## src/rtl/tlul_simple_host.sv

```systemverilog
`default_nettype none
// +----------------------------------------------------------------------------+
// | tlul_simple_host : single-outstanding TL-UL initiator (req/gnt -> A/D).     |
// | Optional D-channel timeout: TLUL_SIMPLE_HOST_TIMEOUT_EN.                    |
// | Rev 1.0                                                                     |
// +----------------------------------------------------------------------------+

package tlul_pkg;
  localparam logic [2:0] PutFullData    = 3'h0;
  localparam logic [2:0] PutPartialData = 3'h1;
  localparam logic [2:0] Get            = 3'h4;
  localparam logic [2:0] AccessAck      = 3'h0;
  localparam logic [2:0] AccessAckData  = 3'h1;

  typedef struct packed {
    logic [6:0] cmd_intg;
    logic [6:0] data_intg;
  } tl_a_user_t;

  typedef struct packed {
    logic [6:0] rsp_intg;
    logic [6:0] data_intg;
  } tl_d_user_t;

  typedef struct packed {
    logic        a_valid;
    logic [2:0]  a_opcode;
    logic [2:0]  a_param;
    logic [1:0]  a_size;
    logic [7:0]  a_source;
    logic [31:0] a_address;
    logic [3:0]  a_mask;
    logic [31:0] a_data;
    tl_a_user_t  a_user;
    logic        d_ready;
  } tl_h2d_t;

  typedef struct packed {
    logic        d_valid;
    logic [2:0]  d_opcode;
    logic [2:0]  d_param;
    logic [1:0]  d_size;
    logic [7:0]  d_source;
    logic        d_sink;
    logic [31:0] d_data;
    tl_d_user_t  d_user;
    logic        d_error;
    logic        a_ready;
  } tl_d2h_t;

  // Inverted 7-bit fold code shared by command, response and data integrity.
  function automatic logic [6:0] intg7(input logic [63:0] d);
    logic [69:0] p;
    p = {6'b0, d};
    return ~(p[6:0] ^ p[13:7] ^ p[20:14] ^ p[27:21] ^ p[34:28] ^
             p[41:35] ^ p[48:42] ^ p[55:49] ^ p[62:56] ^ p[69:63]);
  endfunction

  function automatic logic [6:0] cmd_intg(input logic [2:0] op, input logic [3:0] mask,
                                          input logic [31:0] addr);
    return intg7({25'b0, op, mask, addr});
  endfunction

  function automatic logic [6:0] rsp_intg(input logic [2:0] op, input logic [1:0] size,
                                          input logic err);
    return intg7({58'b0, op, size, err});
  endfunction

  function automatic logic [6:0] data_intg(input logic [31:0] d);
    return intg7({32'b0, d});
  endfunction
endpackage

module tlul_simple_host #(
  parameter logic [7:0] SourceId       = 8'h00,
  parameter bit         AddrAlignCheck = 1'b1
) (
  input  logic               clk_i,
  input  logic               rst_ni,
  input  logic               req_i,
  output logic               gnt_o,
  input  logic [31:0]        addr_i,
  input  logic               we_i,
  input  logic [31:0]        wdata_i,
  input  logic [3:0]         be_i,
  output logic               valid_o,
  output logic [31:0]        rdata_o,
  output logic               err_o,
  output logic               busy_o,
  output tlul_pkg::tl_h2d_t  tl_o,
  input  tlul_pkg::tl_d2h_t  tl_i
);

  typedef enum logic [2:0] {
    IDLE      = 3'd0,
    A_REQ     = 3'd1,
    D_WAIT    = 3'd2,
    RESP      = 3'd3,
    LOCAL_ERR = 3'd4
  } state_e;

  state_e      r_state;
  logic        r_we;
  logic [31:0] r_addr;
  logic [31:0] r_wdata;
  logic [3:0]  r_be;
  logic        r_valid;
  logic        r_err;
  logic [31:0] r_rdata;

  logic        w_misaligned;
  logic [2:0]  w_a_opcode;
  logic [3:0]  w_a_mask;
  logic [31:0] w_a_data;
  logic [2:0]  w_exp_dop;
  logic        w_rsp_err;
  logic        w_drop;
  logic        w_unused;

  assign w_misaligned = AddrAlignCheck && (addr_i[1:0] != 2'b00);
  assign gnt_o        = (r_state == IDLE) && req_i;
  assign busy_o       = (r_state != IDLE);
  assign valid_o      = r_valid;
  assign err_o        = r_err;
  assign rdata_o      = r_rdata;

  assign w_a_opcode = !r_we ? tlul_pkg::Get :
                      (r_be == 4'hF) ? tlul_pkg::PutFullData : tlul_pkg::PutPartialData;
  assign w_a_mask   = r_we ? r_be : 4'hF;
  assign w_a_data   = r_we ? r_wdata : 32'h0;
  assign w_exp_dop  = r_we ? tlul_pkg::AccessAck : tlul_pkg::AccessAckData;

  assign w_rsp_err = tl_i.d_error
                   | (tl_i.d_source != SourceId)
                   | (tl_i.d_opcode != w_exp_dop)
                   | (tl_i.d_user.rsp_intg !=
                      tlul_pkg::rsp_intg(tl_i.d_opcode, tl_i.d_size, tl_i.d_error))
                   | (tl_i.d_user.data_intg != tlul_pkg::data_intg(tl_i.d_data));

  assign w_unused = ^{tl_i.d_param, tl_i.d_sink};

  always_comb begin
    tl_o                  = '0;
    tl_o.a_valid          = (r_state == A_REQ);
    tl_o.a_opcode         = w_a_opcode;
    tl_o.a_size           = 2'd2;
    tl_o.a_source         = SourceId;
    tl_o.a_address        = {r_addr[31:2], 2'b00};
    tl_o.a_mask           = w_a_mask;
    tl_o.a_data           = w_a_data;
    tl_o.a_user.cmd_intg  = tlul_pkg::cmd_intg(w_a_opcode, w_a_mask, {r_addr[31:2], 2'b00});
    tl_o.a_user.data_intg = tlul_pkg::data_intg(w_a_data);
    tl_o.d_ready          = (r_state == D_WAIT) | w_drop;
  end

`ifdef TLUL_SIMPLE_HOST_TIMEOUT_EN
  logic [15:0] r_tmo_cnt;
  logic        r_drop;

  assign w_drop = r_drop && (r_state == IDLE);

  // After a timeout, keep accepting D beats in IDLE so the stale response is swallowed.
  always_ff @(posedge clk_i or negedge rst_ni) begin
    if (!rst_ni) begin
      r_tmo_cnt <= 16'h0;
      r_drop    <= 1'b0;
    end else begin
      if (r_state == A_REQ) begin
        r_tmo_cnt <= 16'h0;
      end else if (r_state == D_WAIT) begin
        r_tmo_cnt <= r_tmo_cnt + 16'h1;
      end
      if (r_state == D_WAIT && !tl_i.d_valid && r_tmo_cnt == 16'hFFFF) begin
        r_drop <= 1'b1;
      end else if (r_state == IDLE && (tl_i.d_valid || req_i)) begin
        r_drop <= 1'b0;
      end
    end
  end

  logic w_timeout;
  assign w_timeout = (r_tmo_cnt == 16'hFFFF);
`else
  logic w_timeout;
  assign w_drop    = 1'b0;
  assign w_timeout = 1'b0;
`endif

  always_ff @(posedge clk_i or negedge rst_ni) begin
    if (!rst_ni) begin
      r_state <= IDLE;
      r_we    <= 1'b0;
      r_addr  <= 32'h0;
      r_wdata <= 32'h0;
      r_be    <= 4'h0;
      r_valid <= 1'b0;
      r_err   <= 1'b0;
      r_rdata <= 32'h0;
    end else begin
      r_valid <= 1'b0;
      case (r_state)
        IDLE: begin
          if (req_i) begin
            r_we    <= we_i;
            r_addr  <= addr_i;
            r_wdata <= wdata_i;
            r_be    <= be_i;
            r_state <= w_misaligned ? LOCAL_ERR : A_REQ;
          end
        end
        A_REQ: begin
          if (tl_i.a_ready) r_state <= D_WAIT;
        end
        D_WAIT: begin
          if (tl_i.d_valid) begin
            r_state <= RESP;
            r_valid <= 1'b1;
            r_err   <= w_rsp_err;
            r_rdata <= w_rsp_err ? 32'hFFFF_FFFF : (r_we ? r_rdata : tl_i.d_data);
          end else if (w_timeout) begin
            r_state <= RESP;
            r_valid <= 1'b1;
            r_err   <= 1'b1;
            r_rdata <= 32'hFFFF_FFFF;
          end
        end
        RESP: begin
          r_state <= IDLE;
        end
        LOCAL_ERR: begin
          r_state <= RESP;
          r_valid <= 1'b1;
          r_err   <= 1'b1;
          r_rdata <= 32'hFFFF_FFFF;
        end
        default: r_state <= IDLE;
      endcase
    end
  end

endmodule
`default_nettype wire

```

## config.mk

```make
export PLATFORM = sky130hd
export DESIGN_NAME = tlul_simple_host
export DESIGN_NICKNAME = d
export VERILOG_FILES = /design/src/rtl/tlul_simple_host.sv
export SDC_FILE = /design/constraint.sdc
export NUM_CORES = 1
export LEC_CHECK = 0
export ABC_AREA = 1
export BUFFER_PORTS_ARGS = -buffer_cell sky130_fd_sc_hd__buf_2
export CORE_UTILIZATION = 49
export CTS_BUF_LIST = sky130_fd_sc_hd__clkbuf_4
export CTS_CLUSTER_DIAMETER = 80
export DETAILED_ROUTE_END_ITERATION = 10
export HOLD_SLACK_MARGIN = 0.06
export PLACE_DENSITY = 0.82
export SLEW_MARGIN = 20
export SYNTH_ARGS = -nofsm -noshare
export SYNTH_HDL_FRONTEND = slang
export SYNTH_SLANG_ARGS = --single-unit
```

## constraint.sdc

```tcl
create_clock -name clk_i -period 2.1 [get_ports clk_i]
set_input_delay 0.105 -clock clk_i [delete_from_list [all_inputs] [get_ports clk_i]]
set_output_delay 0.105 -clock clk_i [all_outputs]
set_load 0.01 [all_outputs]
```

[Word-level counts from Yosys, hierarchy flattened]
Cells that the tools add are included.
Operators by class
  equal/unequal tests: 11
  muxes and demuxes: 18
  reductions and logical operators: 10
  bitwise gates (word level): 21
Operator list (number)
  32-bit 2-to-1 mux: 4
  7-bit XOR: 10
  32-bit one-hot mux with 2 select lines: 1
  7-bit inverter: 3
  7-bit by 4-bit XOR with 7-bit output: 3
  3-bit 2-to-1 mux: 5
  7-bit != test: 2
  3-bit one-hot mux with 4 select lines: 1
  8-bit nonzero test: 1
  6-bit inverter with 7-bit output: 1
  3-bit AND reduction: 2
  4-bit == test, second input constant: 1
  1-bit 2-to-1 mux: 4
  4-bit 2-to-1 mux: 1
  2-bit by 1-bit != test with 1-bit output, second input constant: 2
  1-bit OR: 4
  1-bit one-hot mux with 2 select lines: 2
  2-bit AND reduction: 2
  2-bit nonzero test: 2
  3-bit by 1-bit == test with 1-bit output, second input constant: 1
  3-bit by 2-bit == test with 1-bit output, second input constant: 1
  3-bit == test, second input constant: 1
  3-bit logical NOT: 1
  3-bit by 1-bit != test with 1-bit output: 1
  4 further kinds: 4
Storage, ports and cells
  word-level logic and storage cells: 68
  input bits: 138
  bits in registers: 106

[Depth between registers and ports, before layout]
Gate-level depths: netlist of the first run.
  depth after elaboration: 10
  mapped depth: 16
  depth with buffers taken out: 15

[Worst setup path before layout of the first run]
Ideal clock, no wire load.
  path type: flip-flop to flip-flop
  start point: register r_state[2]
  end point: register r_rdata[13], in the netlist rdata_o[13]
  path slack: 503 ps
  data required time: 1983 ps
  cell stages (with the launch flop): 10
  arrival time: 1480 ps
  clock period less this slack: 1597 ps
  buffers on the path: 1
  cell sequence: dfrtp_1 > nor3_1 > inv_1 > nor2_1 > nand3_2 > nand2_4 > inv_4 > buf_6 > nand2_1 > nand2_1
RTL lines
  from (decl): line 102  | state_e r_state;
  from (signal assigned): line 208  | r_state <= w_misaligned ? LOCAL_ERR : A_REQ;
  to (signal assigned): line 219  | r_rdata <= w_rsp_err ? 32'hFFFF_FFFF : (r_we ? r_rdata : tl_i.d_data);
  to (decl): line 109  | logic [31:0] r_rdata;

==> results of run 1 <==
[power by group]
| group | leakage [nW] | switching, mW | internal, mW |
|---|---|---|---|
| registers | 1.26 | 0.810 | 2.97 |
| logic | 4.08 | 4.52 | 3.13 |
| clock network | 0.0745 | 0.750 | 0.268 |
| total | 5.41 | 6.08 | 6.37 |
[final cells by class]
type                    instances  area [sq um]  area share, %
diodes                          4          10.0          0.108
clock buffers                   9          67.6          0.731
clock inverters                 7          58.8          0.636
inverters                      97           369           3.99
multi-input cells             680          3200           34.6
flip-flops and latches        104          2600           28.1
well taps                     168           210           2.27
repair buffers                393          2730           29.5
[synthesized netlist by cell type, drive strengths merged]
cell type / count
nand4: 23
nor3: 5
inv: 95
xor2: 31
o21a: 1
clkinv: 2
o211ai: 1
nand3b: 3
nor2: 41
o21ai: 12
xnor2: 22
clkbuf: 15
nand2: 482
or2: 6
buf: 34
nand3: 33
a21oi: 3
a41oi: 1
conb: 2
dfrtp: 104
[stage by stage]
step / hold slack (ns) / power (mW)
floorplan: -0.191 / 7.55
global placement: 0.0196 / 9.75
detailed placement: 0.0197 / 9.94
CTS: 0.0904 / 11.2
global route: 0.138 / 13.3
finish: 0.109 / 12.4
[what timing repair did]
action,CTS,global route
resized for setup,3,47
hold endpoints to repair,207,0
hold buffers,117,0
setup endpoints to repair,4,46
pin swaps,0,16
cloned,0,2
setup buffers,1,6
[how the worst max path moves through the flow]
stage / from / endpoint / slack, ns / cells past startpoint
after CTS: r_we / tl_o[1] / -0.002 / 7
after global placement: tl_i[58] / rdata_o[20] / 0.29 / 11
final: r_we / tl_o[1] / -0.51 / 8
after floorplan: r_state[2] / rdata_o[13] / 0.50 / 9
after detailed placement: tl_i[33] / rdata_o[20] / 0.24 / 15
after global routing: r_we / tl_o[1] / -0.63 / 8
[worst register-to-register path, cell delays in order (launching register included)]
cell	delay (ns)
dfrtp_1	0.44
nor2_1	0.11
inv_1	0.06
nor2_1	0.14
clkinv_1	0.11
buf_8	0.19
nand2_1	0.11
nor2_1	0.05
o21ai_0	0.17
dlygate4sd3_1	0.57
[per-layer routing]
metal	vias up	wire length (um)
li1	3465	-
met1	3472	8390
met2	513	11700
met3	192	2310
met4	6	1670
met5	-	39
[flip-flops by register name, indices dropped and copies added (netlist names)]
| signal | count |
|---|---|
| err_o | 1 |
| r_addr | 30 |
| r_be | 4 |
| r_state | 3 |
| r_wdata | 32 |
| r_we | 1 |
| rdata_o | 32 |
| valid_o | 1 |
[kinds of logic after synthesis]
family / synth area share (%)
AOI/OAI and AO/OA: 1.59
xor gates and xnor gates: 7.47
buffers and inverters: 10.7
DFF: 41.9
other: 0.121
and+or+nand+nor: 38.2
==> metrics.csv, run 1 <==
stage,metric,value,unit
min_path,hold_path_class,primary input to flip-flop,
pwr,ir_drop,802,uV
global_route,grt_max_degree,67,
clocking,cts_made_buffers,9,
floorplanning,die_h,115,um
global_route,grt_overflow,0,
floorplanning,initial_core_util,50.9,%
global_route,grt_pass1_wl,33.5,mm
detailed_routing,wl,24.1,mm
detailed_routing,ant_nets,0,
status,outcome,finished with violations,
setup_path,cp_max_fo,5,
clocking,cts_tree,done,
setup_path,cpLargestDelayFamily,XOR/XNOR gates,
place,place_area,7600,sq um
timing,worst_pin_slew,0.677,ns
status,violations,setup timing,
logic_synthesis,syn_area_per_cell,6.79,sq um
pwr,leakage,5.41,nW
timing,layout_min_cycle_time,2.61,ns
place,place_inst,1316,
floorplanning,core.rowCount,40,
setup_path,end_kind,primary output,
timing,setup_ws,-0.509,ns
timing,timing.fmax,383,MHz
layout,final_cell_mix,"nand2_1 (470), buf_2 (251), dlygate4sd3_1 (117)",
place,dpl.hpwl,13.4,mm
logic_synthesis,ys_top_cells_by_area,"dfrtp_1 (42%), nand2_1 (29%), inv_1 (5.0%)",
global_route,grt_use_met1,36.7,%
layout,drive_gt1_share,26.4,%
setup_path,cp.required,2.00,ns
logic_synthesis,ys_seq_elements,104,
layout,final_area,9250,sq um
setup_path,cp_slowest_stage_delay,0.46,ns
clocking,cts.sinks,104,
layout,layout.cells.non_filler,1462,
flow_run,maxCapViolCount,0,
logic_synthesis,ys_seq_area_share,41.9,%
timing,setup_violations,4,
setup_path,timing.rr.start,r_state[0],
floorplanning,ios,274,
place,io_buffers,253,
clocking,clkSlewWorstSetupHoldPaths,0.17,ns
timing,grt_setup_unrepaired,yes,
logic_synthesis,synthCells,916,
layout,fill_cells,830,
layout,nets,1423,
floorplanning,fp.coreArea,12200,sq um
place,gp_congestion,0.874,
global_route,met3_usage,7.78,%
detailed_routing,avgRoutedWirePerCell,16.5,um
detailed_routing,route.detailed.drc,0,
detailed_routing,initialDrtViolationCount,687,
setup_path,reg2regPathDepth,9,
pwr,p_per_area,1350,nW/um^2
layout,post-route-util,75.7,%
min_path,min_to,err_o,
detailed_routing,vias,7648,
floorplanning,die_area,13100,sq um
global_route,globalRouteMet2Util,56.0,%
timing,fin_skew,0.0195,ns
detailed_routing,dr.pass1.iters,6,
setup_path,cp-start-kind,flip-flop,
detailed_routing,via_per_inst,5.23,
clocking,htreeDepth,3,
timing,finalSetupTns,-0.534,ns
setup_path,r2r_end,r_state[1],
setup_path,arrival,2.50,ns
global_route,grt-busiest-layer,met2,
layout,area_growth,48.8,%
global_route,antenna_found_initial,7,
timing,period_share,124,%
timing,maxSlewHeadroom,54.9,%
timing,slew_violations,0,
setup_path,worst-path-buf-inv,3,
clocking,insertion_delay,0.48,ns
global_route,gr-usage-all-layers,32.8,%
setup_path,crit_slowest_cell,dfrtp_1,
timing,hold_violations,0,
clocking,clock_path_buffers,2,
logic_synthesis,synth.largest_area_cell,dfrtp_1,
logic_synthesis,yosysTopAreaCellShare,41.9,%
setup_path,worstSetupPathType,flip-flop to primary output,
clocking,cts-root-buf,clkbuf_4,
setup_path,crit_chain,"buf_6, clkbuf_16, nand2_4, xor2_4, nand2_1, o21ai_0, xor2_1, buf_2",
floorplanning,die_w,115,um
logic_synthesis,syn_area,6220,sq um
global_route,grt_pass1_vias,7094,
setup_path,r2r_slack,0.11,ns
place,dpl_worst_slack,0.243,ns
min_path,hold_depth,6,
min_path,hold_start,tl_i[8],
layout,final_common_cell,nand2_1,
logic_synthesis,yosysUniqueCellTypes,29,
logic_synthesis,synth_warnings,0,
No activity file was read; power rests on OpenSTA's default activity.
==> run 2, diff against run 1 <==
ABC_AREA = not set   (was 1)
CORE_UTILIZATION = 47   (was 49)
==> run 2 against run 1 <==
Against the previous run:
- the run still ends with setup timing left
- core utilization decreased by 1.8 points
- highest routed layer is now met4
- first-iteration DRC count fell by 59%
- synthesized cell count decreased by 52%
- register-to-register slack lost 0.02 ns
- maximum frequency up 19%
- via count is 36% lower
- largest power group unchanged
- setup slack improved by 0.42 ns
- global-route usage decreased by 5.1 points
- clock skew is 0.0055 ns higher
- critical path type is now primary input to flip-flop
==> metrics.csv, run 2 <==
stage,metric,value,unit
status,outcome,finished with violations,
status,violations,setup timing,
timing,setup_ws,-0.0859,ns
setup_path,r2r_slack,0.09,ns
global_route,grt_overflow,0,
flow_run,maxCapViolCount,0,
logic_synthesis,ys_seq_area_share,48.3,%
min_path,hold_path_class,primary input to async pin,
logic_synthesis,synthCells,444,
detailed_routing,initialDrtViolationCount,281,
logic_synthesis,yosysUniqueCellTypes,38,
logic_synthesis,synth.largest_area_cell,dfrtp_1,
timing,timing.fmax,457,MHz
global_route,grt_pass1_vias,5139,
floorplanning,die_h,109,um
logic_synthesis,yosysMostFrequentCell,dfrtp_1,
setup_path,cp.required,2.46,ns
floorplanning,core.rowCount,38,
place,io_buffers,253,
layout,layout.cells.non_filler,950,
logic_synthesis,syn_area_per_cell,12.1,sq um
setup_path,setup.worst_path.end,rdata_o[15],
timing,layout_min_cycle_time,2.19,ns
setup_path,timing.rr.start,r_we,
detailed_routing,wl,16.9,mm
clocking,cts.sinks,104,
floorplanning,initial_core_util,49.0,%
pwr,p_per_area,1310,nW/um^2
place,dpl_worst_slack,-0.111,ns
layout,area_growth,50.8,%
global_route,gr-usage-all-layers,27.7,%
layout,drive_gt1_share,44.6,%
setup_path,cp-start-kind,primary input,
clocking,cts-root-buf,clkbuf_4,
timing,setup_violations,24,
detailed_routing,avgRoutedWirePerCell,17.8,um
setup_path,reg2regPathDepth,6,
setup_path,r2r_end,rdata_o[15],
floorplanning,die_area,11900,sq um
floorplanning,fp.coreArea,11000,sq um
setup_path,worstSetupPathType,primary input to flip-flop,
detailed_routing,via_per_inst,5.14,
logic_synthesis,ys_seq_elements,104,
logic_synthesis,synth_flop_cell,dfrtp_1,
logic_synthesis,yosysTopAreaCellShare,48.3,%
pwr,ir_drop,1100,uV
global_route,grt_pass1_wl,24.9,mm
floorplanning,ios,274,
logic_synthesis,syn_area,5390,sq um
layout,final_cell_mix,"buf_2 (249), dlygate4sd3_1 (104), dfrtp_1 (102)",
logic_synthesis,ys_top_cells_by_area,"dfrtp_1 (48%), mux2_2 (14%), xnor2_1 (9.6%)",
clocking,insertion_delay,0.47,ns
place,dpl.hpwl,10.2,mm
detailed_routing,vias,4885,
place,gp_congestion,0.874,
logic_synthesis,synth_warnings,0,
global_route,grt_max_degree,52,
clocking,clock_path_buffers,2,
detailed_routing,dr.pass1.iters,4,
clocking,cts_tree,done,
logic_synthesis,synth_edf_count,0,
timing,hold_violations,0,
timing,maxSlewHeadroom,58.6,%
setup_path,end_kind,flip-flop,
layout,post-route-util,73.9,%
detailed_routing,ant_nets,0,
timing,hold_ws,0.0975,ns
layout,nets,942,
timing,slew_violations,0,
logic_synthesis,synthTopCellsByCount,"dfrtp_1 (104), mux2_2 (66), xnor2_1 (59)",
place,place_inst,823,
detailed_routing,route.detailed.drc,0,
timing,fin_skew,0.0250,ns
clocking,clkSlewWorstSetupHoldPaths,0.17,ns
setup_path,startpoint,tl_i[32],
floorplanning,die_w,109,um
layout,final_common_cell,buf_2,
pwr,leakage,3.76,nW
setup_path,cp_max_fo,8,
timing,worst_pin_slew,0.622,ns
clocking,cts_made_buffers,9,
logic_synthesis,synthArstFlopShare,100,%
clocking,htreeDepth,3,
global_route,antenna_found_initial,1,
setup_path,arrival,2.54,ns
timing,period_share,104,%
[run 2: cell count changes in the layout (fill, tap and decap cells not counted), moves of 20 or more]
cell     previous run  this run
nand3_1            32         1
nand2_1           470         9
mux2_2              0        66
o22a_1              0        21
nand4_1            23         3
and2_1              0        32
xnor2_1            19        57
inv_1              83        15
[run 2: worst min path at each step]
stage,startpoint,end,slack [ns],depth (start not counted)
floorplan,rst_ni,err_o,-0.19,0
global placement,rst_ni,rdata_o[7],0.07,1
detailed placement,rst_ni,rdata_o[4],0.08,1
CTS,rst_ni,rdata_o[18],0.11,2
global route,rst_ni,rdata_o[14],0.11,2
finish,rst_ni,rdata_o[16],0.1,2
[run 2: where the power goes]
part	switching, mW	internal [mW]	total, mW
sequential	0.705	2.71	3.42
clock	0.659	0.381	1.04
combinational	2.87	3.29	6.16
[run 2: per-stage QoR]
stage               area (sq um)  power (mW)  setup TNS (ns)
CTS                         8020        10.4               0
global route                8120        11.3           -1.54
global placement            6750        8.86          -0.535
finish                      8120        10.6           -1.31
floorplan                   5440        7.22               0
detailed placement          6750        9.07           -2.11
[run 2: repair_timing]
action	4_1_cts	5_1_grt
resized for setup	3	16
hold buffers	106	0
cloned	2	2
buffers inserted	0	2
hold endpoints to repair	208	0
pin swaps	0	9
setup endpoints to repair	3	34
[run 2: layout make-up]
cell class / instances / area (sq um)
Fill cell: 691 / 2860
Clock buffer: 11 / 82.6
Antenna cell: 1 / 2.50
Tap cell: 140 / 175
Sequential cell: 104 / 2610
Inverter: 15 / 56.3
Clock inverter: 5 / 47.5
Multi-Input combinational cell: 303 / 2620
Timing Repair Buffer: 371 / 2530
[run 2: cells by family (layout without fill, tap and decap cells)]
| family | after synthesis | after routing | share of synthesized area (%) |
|---|---|---|---|
| AO/OA/AOI/OAI | 32 | 34 | 5.00 |
| XOR/XNOR | 83 | 83 | 15.3 |
| buffers and inverters | 53 | 402 | 5.46 |
| flip-flops | 104 | 104 | 48.3 |
| multiplexers | 78 | 78 | 16.0 |
| other | 2 | 17 | 0.139 |
| AND/OR/NAND/NOR | 92 | 92 | 9.76 |
[run 2: layer usage]
metal	global-route usage [%]	vias up	routed length (um)
met3	5.74	57	1140
met1	30.0	2368	6280
met5	0	-	0
li1	-	2187	-
met2	50.7	273	8920
met4	14.3	0	565
[run 2: critical path, stage by stage]
cell and delay (ns):
dlygate4sd3_1 0.57, buf_2 0.15, xnor2_2 0.13, xnor3_1 0.41, nor3_2 0.29, nand3_2 0.19
o31a_4 0.44, o22a_1 0.25
